==> src/rtl/config_stream_ctrl.sv <==
// Wishbone-fed configuration streamer: buffers 32-bit words in a small FIFO and
// shifts them MSB-first onto per-column chains, then pulses set_out on commit.
module config_stream_ctrl #(
  parameter logic [31:0] BASE_ADDR  = 32'h3000_0000,
  parameter int          NUM_COLS   = 4,
  parameter int          FIFO_DEPTH = 4
) (
  input  logic                wb_clk_i,
  input  logic                wb_rst_i,
  input  logic                wbs_stb_i,
  input  logic                wbs_cyc_i,
  input  logic                wbs_we_i,
  input  logic [3:0]          wbs_sel_i,
  input  logic [31:0]         wbs_data_i,
  input  logic [31:0]         wbs_addr_i,
  output logic                wbs_ack_o,
  output logic [31:0]         wbs_data_o,
  output logic                cen,
  output logic [NUM_COLS-1:0] shift_out,
  output logic [NUM_COLS-1:0] set_out,
  output logic                busy
);

  localparam int B  = 32 / NUM_COLS;
  localparam int KW = $clog2(B);
  localparam int AW = $clog2(FIFO_DEPTH);
  localparam int CW = AW + 1;

  typedef enum logic [1:0] {IDLE, SHIFT, SET} state_t;

  state_t          state, state_next;
  logic [31:0]     mem [FIFO_DEPTH];
  logic [AW-1:0]   wr_ptr, rd_ptr;
  logic [CW-1:0]   count;
  logic [31:0]     shreg;
  logic [KW-1:0]   k;
  logic [31:0]     words;
  logic            commit_pending, sel_err;
  logic [31:0]     rdata_p1;

  logic            decode, req, fifo_full, is_data, is_ctrl, accept;
  logic            push, pop, flush, commit_wr, sel_bad, sel_clr, last_bit;
  logic [7:0]      count8;
  logic [31:0]     rd_val;
  logic            unused_addr;

  assign unused_addr = ^{wbs_addr_i[23:4], wbs_addr_i[1:0]};

  assign decode    = (wbs_addr_i[31:24] == BASE_ADDR[31:24]);
  assign req       = wbs_stb_i & wbs_cyc_i & decode & ~wbs_ack_o;
  assign is_data   = (wbs_addr_i[3:2] == 2'd0);
  assign is_ctrl   = (wbs_addr_i[3:2] == 2'd1);
  assign fifo_full = (count == CW'(FIFO_DEPTH));
  // A DATA write into a full FIFO is held off (no ack) until the shifter pops.
  assign accept    = req & ~(wbs_we_i & is_data & fifo_full);

  assign push      = accept & wbs_we_i & is_data & (wbs_sel_i == 4'hF);
  assign sel_bad   = accept & wbs_we_i & is_data & (wbs_sel_i != 4'hF);
  assign flush     = accept & wbs_we_i & is_ctrl & wbs_data_i[1];
  assign commit_wr = accept & wbs_we_i & is_ctrl & wbs_data_i[0] & ~wbs_data_i[1];
  assign sel_clr   = accept & wbs_we_i & is_ctrl & wbs_data_i[2];

  assign last_bit  = (state == SHIFT) && (k == KW'(B - 1));
  assign pop       = ((state == IDLE) || last_bit) && (count != '0);

  assign busy      = (state != IDLE) || (count != '0) || commit_pending;
  assign count8    = 8'(count);

  always_comb begin
    rd_val = '0;
    case (wbs_addr_i[3:2])
      2'd2:    rd_val = {21'd0, sel_err, commit_pending, busy, count8};
      2'd3:    rd_val = words;
      default: rd_val = '0;
    endcase
  end

  // FSM state register
  always_ff @(posedge wb_clk_i) begin
    if (wb_rst_i) state <= IDLE;
    else          state <= state_next;
  end

  always_comb begin
    state_next = state;
    case (state)
      IDLE: begin
        if (count != '0)         state_next = SHIFT;
        else if (commit_pending) state_next = SET;
      end
      SHIFT:   if (last_bit && (count == '0)) state_next = IDLE;
      SET:     state_next = IDLE;
      default: state_next = IDLE;
    endcase
    if (flush) state_next = IDLE;
  end

  always_comb begin
    logic [4:0] idx;
    idx       = '0;
    cen       = 1'b0;
    shift_out = '0;
    set_out   = '0;
    case (state)
      SHIFT: begin
        cen = 1'b1;
        for (int c = 0; c < NUM_COLS; c++) begin
          idx          = 5'(c * B + B - 1) - 5'(k);
          shift_out[c] = shreg[idx];
        end
      end
      SET: begin
        cen     = 1'b1;
        set_out = '1;
      end
      default: ;
    endcase
  end

  // Bus response, FIFO pointers and counters
  always_ff @(posedge wb_clk_i) begin
    if (wb_rst_i) begin
      wbs_ack_o      <= 1'b0;
      rdata_p1       <= '0;
      wr_ptr         <= '0;
      rd_ptr         <= '0;
      count          <= '0;
      k              <= '0;
      words          <= '0;
      commit_pending <= 1'b0;
      sel_err        <= 1'b0;
    end else begin
      wbs_ack_o <= accept;
      rdata_p1  <= (accept & ~wbs_we_i) ? rd_val : 32'd0;

      if (sel_clr)      sel_err <= 1'b0;
      else if (sel_bad) sel_err <= 1'b1;

      if (flush) begin
        wr_ptr         <= '0;
        rd_ptr         <= '0;
        count          <= '0;
        k              <= '0;
        words          <= '0;
        commit_pending <= 1'b0;
      end else begin
        if (push) wr_ptr <= wr_ptr + AW'(1);
        if (pop)  rd_ptr <= rd_ptr + AW'(1);
        case ({push, pop})
          2'b10:   count <= count + CW'(1);
          2'b01:   count <= count - CW'(1);
          default: ;
        endcase

        if (pop || last_bit)     k <= '0;
        else if (state == SHIFT) k <= k + KW'(1);

        if (last_bit) words <= words + 32'd1;

        // A commit arriving in the SET cycle itself survives for a later frame.
        if (commit_wr)           commit_pending <= 1'b1;
        else if (state == SET)   commit_pending <= 1'b0;
      end
    end
  end

  // Word storage and shift register carry no reset; their use is gated by control
  always_ff @(posedge wb_clk_i) begin
    if (push) mem[wr_ptr] <= wbs_data_i;
    if (pop)  shreg <= mem[rd_ptr];
  end

  assign wbs_data_o = wbs_ack_o ? rdata_p1 : 32'd0;

endmodule

==> config.mk <==
export PLATFORM = sky130hd
export DESIGN_NAME = config_stream_ctrl
export DESIGN_NICKNAME = d
export VERILOG_FILES = /design/src/rtl/config_stream_ctrl.sv
export SDC_FILE = /design/constraint.sdc
export NUM_CORES = 1
export LEC_CHECK = 0
export CORE_MARGIN = 2
export CORE_UTILIZATION = 52
export CTS_BUF_LIST = sky130_fd_sc_hd__clkbuf_4
export DETAILED_ROUTE_END_ITERATION = 16
export GPL_TIMING_DRIVEN = 0
export PLACE_DENSITY = 0.75
export SETUP_SLACK_MARGIN = 0.15
export SLEW_MARGIN = 10
export SYNTH_ARGS = -nofsm -noshare
export SYNTH_HDL_FRONTEND = slang
export SYNTH_SLANG_ARGS = --single-unit
==> constraint.sdc <==
create_clock -name wb_clk_i -period 3.76 [get_ports wb_clk_i]
set_input_delay 0.94 -clock wb_clk_i [delete_from_list [all_inputs] [get_ports wb_clk_i]]
set_output_delay 0.94 -clock wb_clk_i [all_outputs]
set_load 0.02 [all_outputs]
Word level (Yosys, flattened, before mapping)
Memories as Yosys holds them, arrays and structs flattened. A register that Yosys moved wholly into a read port is not among the register bits.
Cells that the tools add are included.
{"block": "totals", "reg_bits": 79, "wordCells": 102, "latchBits": 0, "ram_bits": 128, "n_memories": 1, "mem_bits_ro": 0, "inputBits": 73}
{"block": "op_classes", "muxes": 22, "bitwise_logic": 21, "div_mod_pow": 0, "eq_ne": 14, "n_reduce_logical": 20, "n_lt_le_gt_ge": 4, "addsub": 10, "n_mul": 0, "shifts": 0}
{"memory": "mem", "depth": 4, "word_bits": 32, "rd": 1, "rd_clocked_by_memory_dff": 1, "write_ports": 1, "line_no": "32", "source": "logic [31:0] mem [FIFO_DEPTH];"}
{"operator": "$pmux 32 s2", "n": 1}
{"operator": "$add 32x1->32 const B", "n": 1}
{"operator": "$mux 32", "n": 1}
{"operator": "$lt 5x6->1 const B", "n": 4}
{"operator": "$bmux 1 s5", "n": 4}
{"operator": "$and 1x1->1", "n": 16}
{"operator": "$mux 1", "n": 9}
{"operator": "$eq 2x2->1 const B", "n": 4}
{"operator": "$eq 8x6->1 const B", "n": 1}
{"operator": "$mux 4", "n": 2}
{"operator": "$reduce_or 2->1", "n": 4}
{"operator": "$add 3x1->3 const B", "n": 2}
{"operator": "$eq 2x1->1 const B", "n": 3}
{"operator": "$eq 3x3->1 const B", "n": 2}
{"operator": "$mux 2", "n": 3}
{"operator": "$pmux 3 s2", "n": 1}
{"operator": "$reduce_bool 2->1", "n": 3}
{"operator": "$not 1->1", "n": 5}
{"operator": "$sub 1x4->5 const A", "n": 1}
{"operator": "$sub 4x3->5 const A", "n": 1}
{"operator": "$sub 5x3->5 const A", "n": 1}
{"operator": "$add 2x1->2 const B", "n": 2}
{"operator": "$eq 4x4->1 const B", "n": 1}
{"operator": "$logic_not 2->1", "n": 2}
{"operator": "other kinds (12)", "n": 17}

Depth between registers and ports, before layout
{"block": "depth", "depth_word": 10, "mapped_depth": 11, "ltp_nobuf": 10}

Least setup slack after synthesis
No wires, ideal clock.
{"block": "synth_timing", "path_kind": "register to register", "start": "register k[0]", "end": "register count[2]", "path_stages_with_launch": 12, "period_less_slack_ns": 3.904, "t_required_ns": 3.690, "setup_slack_ns": -0.144, "arrival_ns": 3.834, "setup_ns": 0.070, "cell_sequence": "dfxtp_1 ha_1 ha_1 clkbuf_1 a21oi_1 nor2_1 ha_1 inv_1 fa_1 xor2_1 or3_1 a21oi_1"}
{"block": "synth_via", "elab_chain_len": 6, "word_cells_on_any_way": 8, "classes_between": "3 x eq/ne; 1 x mux; 4 x reduce/logical"}
{"item": "start, declared", "line_no": "36", "source": "logic [KW-1:0] k;"}
{"item": "start signal, assigned", "line_no": "156", "source": "else if (state == SHIFT) k <= k + KW'(1);"}
{"item": "$eq 3x3->1 *", "line_no": "63", "source": "assign last_bit = (state == SHIFT) && (k == KW'(B - 1));"}
{"item": "$logic_and 1x1->1 *", "line_no": "63"}
{"item": "$logic_or 1x1->1 *", "line_no": "64", "source": "assign pop = ((state == IDLE) || last_bit) && (count != '0);"}
{"item": "$logic_and 1x1->1 *", "line_no": "64"}
{"item": "via pop", "line_no": "42", "source": "logic push, pop, flush, commit_wr, sel_bad, sel_clr, last_bit;"}
{"item": "$eq 2x1->1 / $eq 2x2->1 (equally long branches)", "line_no": "149", "source": "case ({push, pop})"}
{"item": "$pmux 3 s2 / $reduce_bool 2->1 (equally long branches)"}
{"item": "end signal, assigned", "line_no": "150", "source": "2'b10: count <= count + CW'(1);"}
{"item": "end signal, assigned", "line_no": "151", "source": "2'b01: count <= count - CW'(1);"}
{"item": "end, declared", "line_no": "34", "source": "logic [CW-1:0] count;"}
The timed path passes the listed nets; every way through them passes the cells marked *.
A chain may end at the register's enable or synchronous reset.

Worst setup path after layout
{"block": "layout_timing", "start": "register k[0]", "end": "output shift_out[1]"}
{"block": "layout_via", "elab_chain_len": 4}
{"item": "$sub 4x3->5", "line_no": "108", "source": "idx = 5'(c * B + B - 1) - 5'(k);"}
{"item": "$bmux 1 s5", "line_no": "109", "source": "shift_out[c] = shreg[idx];"}
{"item": "$mux 1 (implied by the code)", "line_no": "109"}
{"item": "$mux 4", "line_no": "104", "source": "case (state)"}
{"item": "end, declared", "line_no": "19", "source": "output logic [NUM_COLS-1:0] shift_out,"}
Every way passes these cells. The select of a mux whose other input is x is not followed.

==> reports/metrics.cfg <==
[place]
numPlacedInstances=957
dpl_cell_area_sq_um=10700
hpwl_mm=12.3
post-place-ws_ns=0.206
gp_congestion=0.831
numPortBuffers=93

[logic_synthesis]
yosys_warnings=0
synth.area.top_cells=edfxtp_1 51%, dfxtp_1 17%, mux4_2 9.6%
syn_inst=630
synth_nets=715
ys_ff_latch=239
seq_area_frac_synth_pct=67.8
synth_top_area_share_pct=51.0
synth_edf_count=160
syn_avg_cell_area_sq_um=15.0
ys_async_sr_fraction_pct=0
ys_types=42
synthFlopType=edfxtp_1
synth_largest_area_cell=edfxtp_1
syn_area_sq_um=9420

[setup_path]
critPathLaunchType=flip-flop
crit_path_end_kind=output port
crit_family=buffers and inverters
r2r_slack_ns=0.75
crit_slowest_cell=mux4_2
reg2reg_from=k[0]
worstPathArrival_ns=2.53
slowest_delay_ns=0.54
reg2reg_to=count[2]
cp_cell_sequence=buf_6, mux4_2, mux2i_1, nor2b_1, clkdlybuf4s50_1
worst-r2r-cell-count=11
crit_required_ns=2.82
path_buf_inv=2
worstPathMaxFanout=10
criticalPathCategory=flip-flop to output port

[final_layout]
fillers=1290
drive_gt1_share_pct=17.9
area_growth_pct=21.9
fin_area_sq_um=11500
nNetsFinal=870
stdcell_count=1058
antennaDiodeCount=0

[routing]
num_vias=5864
dr.first_iter.drc_count=549
first_pass_iters=5
via_per_inst=5.54
ant_nets=0
routed_wl_mm=18.5
wl_per_cell_um=17.5
drc=0

[power_and_ir_drop]
power_density_nw_per_um2=428
fin_total_pwr_mw=4.91
sw_frac_of_total_pct=20.3
clkPwrFrac_pct=41.3
p_leak_nw=3.77
switchingPower_uw=998
pwr-share-seq_pct=56.8
peakVddDrop_uv=360
intPower_mw=3.91
power_frac_comb_pct=1.9

[grt]
antenna_found_initial=0
grt-ovfl-total=0
grt_max_degree=30
grt_pass1_wl_mm=30.1
grt_usage_pct=19.6
grt_pass1_vias=5998

[worst_hold_path]
hold_path_class=flip-flop to flip-flop
hold_depth=2
hold_end=rdata_p1[31]
hp-start=words[31]

[sta]
post-route-worst-setup-slack_ns=0.289
hold_viol=0
skew_ns=0.0611
tightest_slew_ns=0.880
rsz0062_at_grt=no
setup_viol=0
max_freq_ghz=0.288
max_slew_margin_pct=40.8
drv_slew=0
period_minus_slack_ns=3.47
post-route-period-util_pct=92.3

[clock_network]
clkSlewWorstSetupHoldPaths_ns=0.07
htreeDepth=2
clock_latency_ns=0.66
cts_sinks=239
cts_tree=built
numCtsBuffers=56
cts.path.max_buffers=3
cts-root-buf=clkbuf_4

[floorplan]
start_util_pct=52.8
coreArea_sq_um=17800
die_h_um=139
die_w_um=139
io_pins=116
rows=49
die_area_sq_um=19200

[outcome]
status=completed

[job]
drv_cap=0

worst register-to-register path, delay by kind of cell (launching register included):
kind,cells,cell delay [ns]
buffers and inverters,2,0.41
XOR/XNOR,1,0.16
flip-flops,1,0.36
adder cells (fa/ha/maj),4,0.99
AO/OA/AOI/OAI,2,0.34
AND/OR/NAND/NOR,2,0.65
state kept, by name (all words and copies together) (netlist names), 2 cells and up:
name      flops
mem         128
rdata_p1     32
shreg        32
words        32
count         3
k             3
rd_ptr        2
state         2
wr_ptr        2
metrics by stage:
stage | setup TNS, ns | utilization (%) | hold slack (ns)
6_report | 0 | 64.3 | 0.472
2_1_floorplan | 0 | - | 0.437
4_1_cts | 0 | 64.3 | 0.472
5_1_grt | 0 | 64.3 | 0.504
3_5_place_dp | 0 | 60.2 | 0.462
3_3_place_gp | -79.44 | 59.6 | 0.456
kinds of logic (layout without fill, tap and decap cells):
kind of cell / count (synthesis) / after routing / share of synthesized area (%)
flip-flops: 239 / 239 / 67.8
AND/OR/NAND/NOR: 195 / 195 / 12.2
AO/OA/AOI/OAI: 65 / 65 / 3.93
buffers and inverters: 55 / 254 / 2.42
multiplexers: 51 / 51 / 10.7
XOR/XNOR: 13 / 13 / 1.21
adder cells (fa/ha/maj): 12 / 12 / 1.67
repair_timing:
action	4_1_cts	5_1_grt
buffers inserted	0	0
setup endpoints to repair	4	4
gates resized for setup	2	2
pin swaps	0	0
hold buffers	0	0
power groups by stage:
stage	logic, mW	clock network [mW]	registers (mW)
finish	0.0917	2.03	2.79
global route	0.0984	2.23	2.79
CTS	0.0917	2.09	2.79
detailed placement	0.0915	0	2.85
global placement	0.0870	0	2.85
floorplan	0.0163	0	2.85
worst max path at each step:
stage,start,to,slack (ns),depth (start not counted)
2_1_floorplan,k[0],count[2],0.45,11
3_3_place_gp,wbs_addr_i[27],mem[0][18],-0.62,5
3_5_place_dp,wbs_addr_i[27],rdata_p1[20],0.21,6
4_1_cts,k[0],shift_out[0],0.19,5
5_1_grt,k[0],shift_out[2],0.15,5
6_report,k[0],shift_out[1],0.29,5
layout by cell type, fill, tap and decap left out, drive strengths merged, types with 15 or more instances in the layout:
master         instances
a21oi                 33
and2                  54
clkbuf               110
clkdlybuf4s50         92
clkinv                19
dfxtp                 79
edfxtp               160
inv                   17
mux4                  40
nand3                 15
nand4                 17
nor2                  28
o21ai                 15
synth_stat cells, types with 2 or more instances:
| cell type | count |
|---|---|
| a21oi_1 | 33 |
| and3_1 | 6 |
| a31oi_1 | 2 |
| nor2b_1 | 6 |
| nor2_1 | 28 |
| nand2b_1 | 6 |
| o21ai_0 | 15 |
| ha_1 | 11 |
| nand3_1 | 15 |
| clkbuf_1 | 29 |
| o31ai_1 | 10 |
| and4_1 | 6 |
| inv_1 | 17 |
| nor4b_1 | 2 |
| nand2_1 | 10 |
| dfxtp_1 | 79 |
| nand3b_1 | 2 |
| nor3_1 | 8 |
| xnor2_1 | 4 |
| nor3b_1 | 2 |
| and2_1 | 54 |
| nor4_1 | 2 |
| mux2i_1 | 10 |
| buf_4 | 4 |
| or3_1 | 14 |
| xor2_1 | 9 |
| edfxtp_1 | 160 |
| nand4_1 | 16 |
| mux4_2 | 40 |
| or4_1 | 14 |
| buf_2 | 5 |
area by class of cell:
type,count,area [sq um],share of cell area (%)
sequential,239,6390,55.6
multi-input combinational,336,2820,24.5
timing repair buffer,98,1030,9.00
clock buffer,82,616,5.36
tap,229,287,2.50
buffer,37,168,1.46
clock inverter,20,108,0.937
inverter,17,63.8,0.556
layer usage:
| layer | global-route usage [%] | wire, um | vias to the layer above |
|---|---|---|---|
| met4 | 7.68 | 351 | 0 |
| li1 | - | - | 2746 |
| met5 | 0 | 0 | - |
| met2 | 33.2 | 9420 | 226 |
| met1 | 24.6 | 7610 | 2858 |
| met3 | 4.63 | 1130 | 34 |
Power figures use the tool's default switching activity.
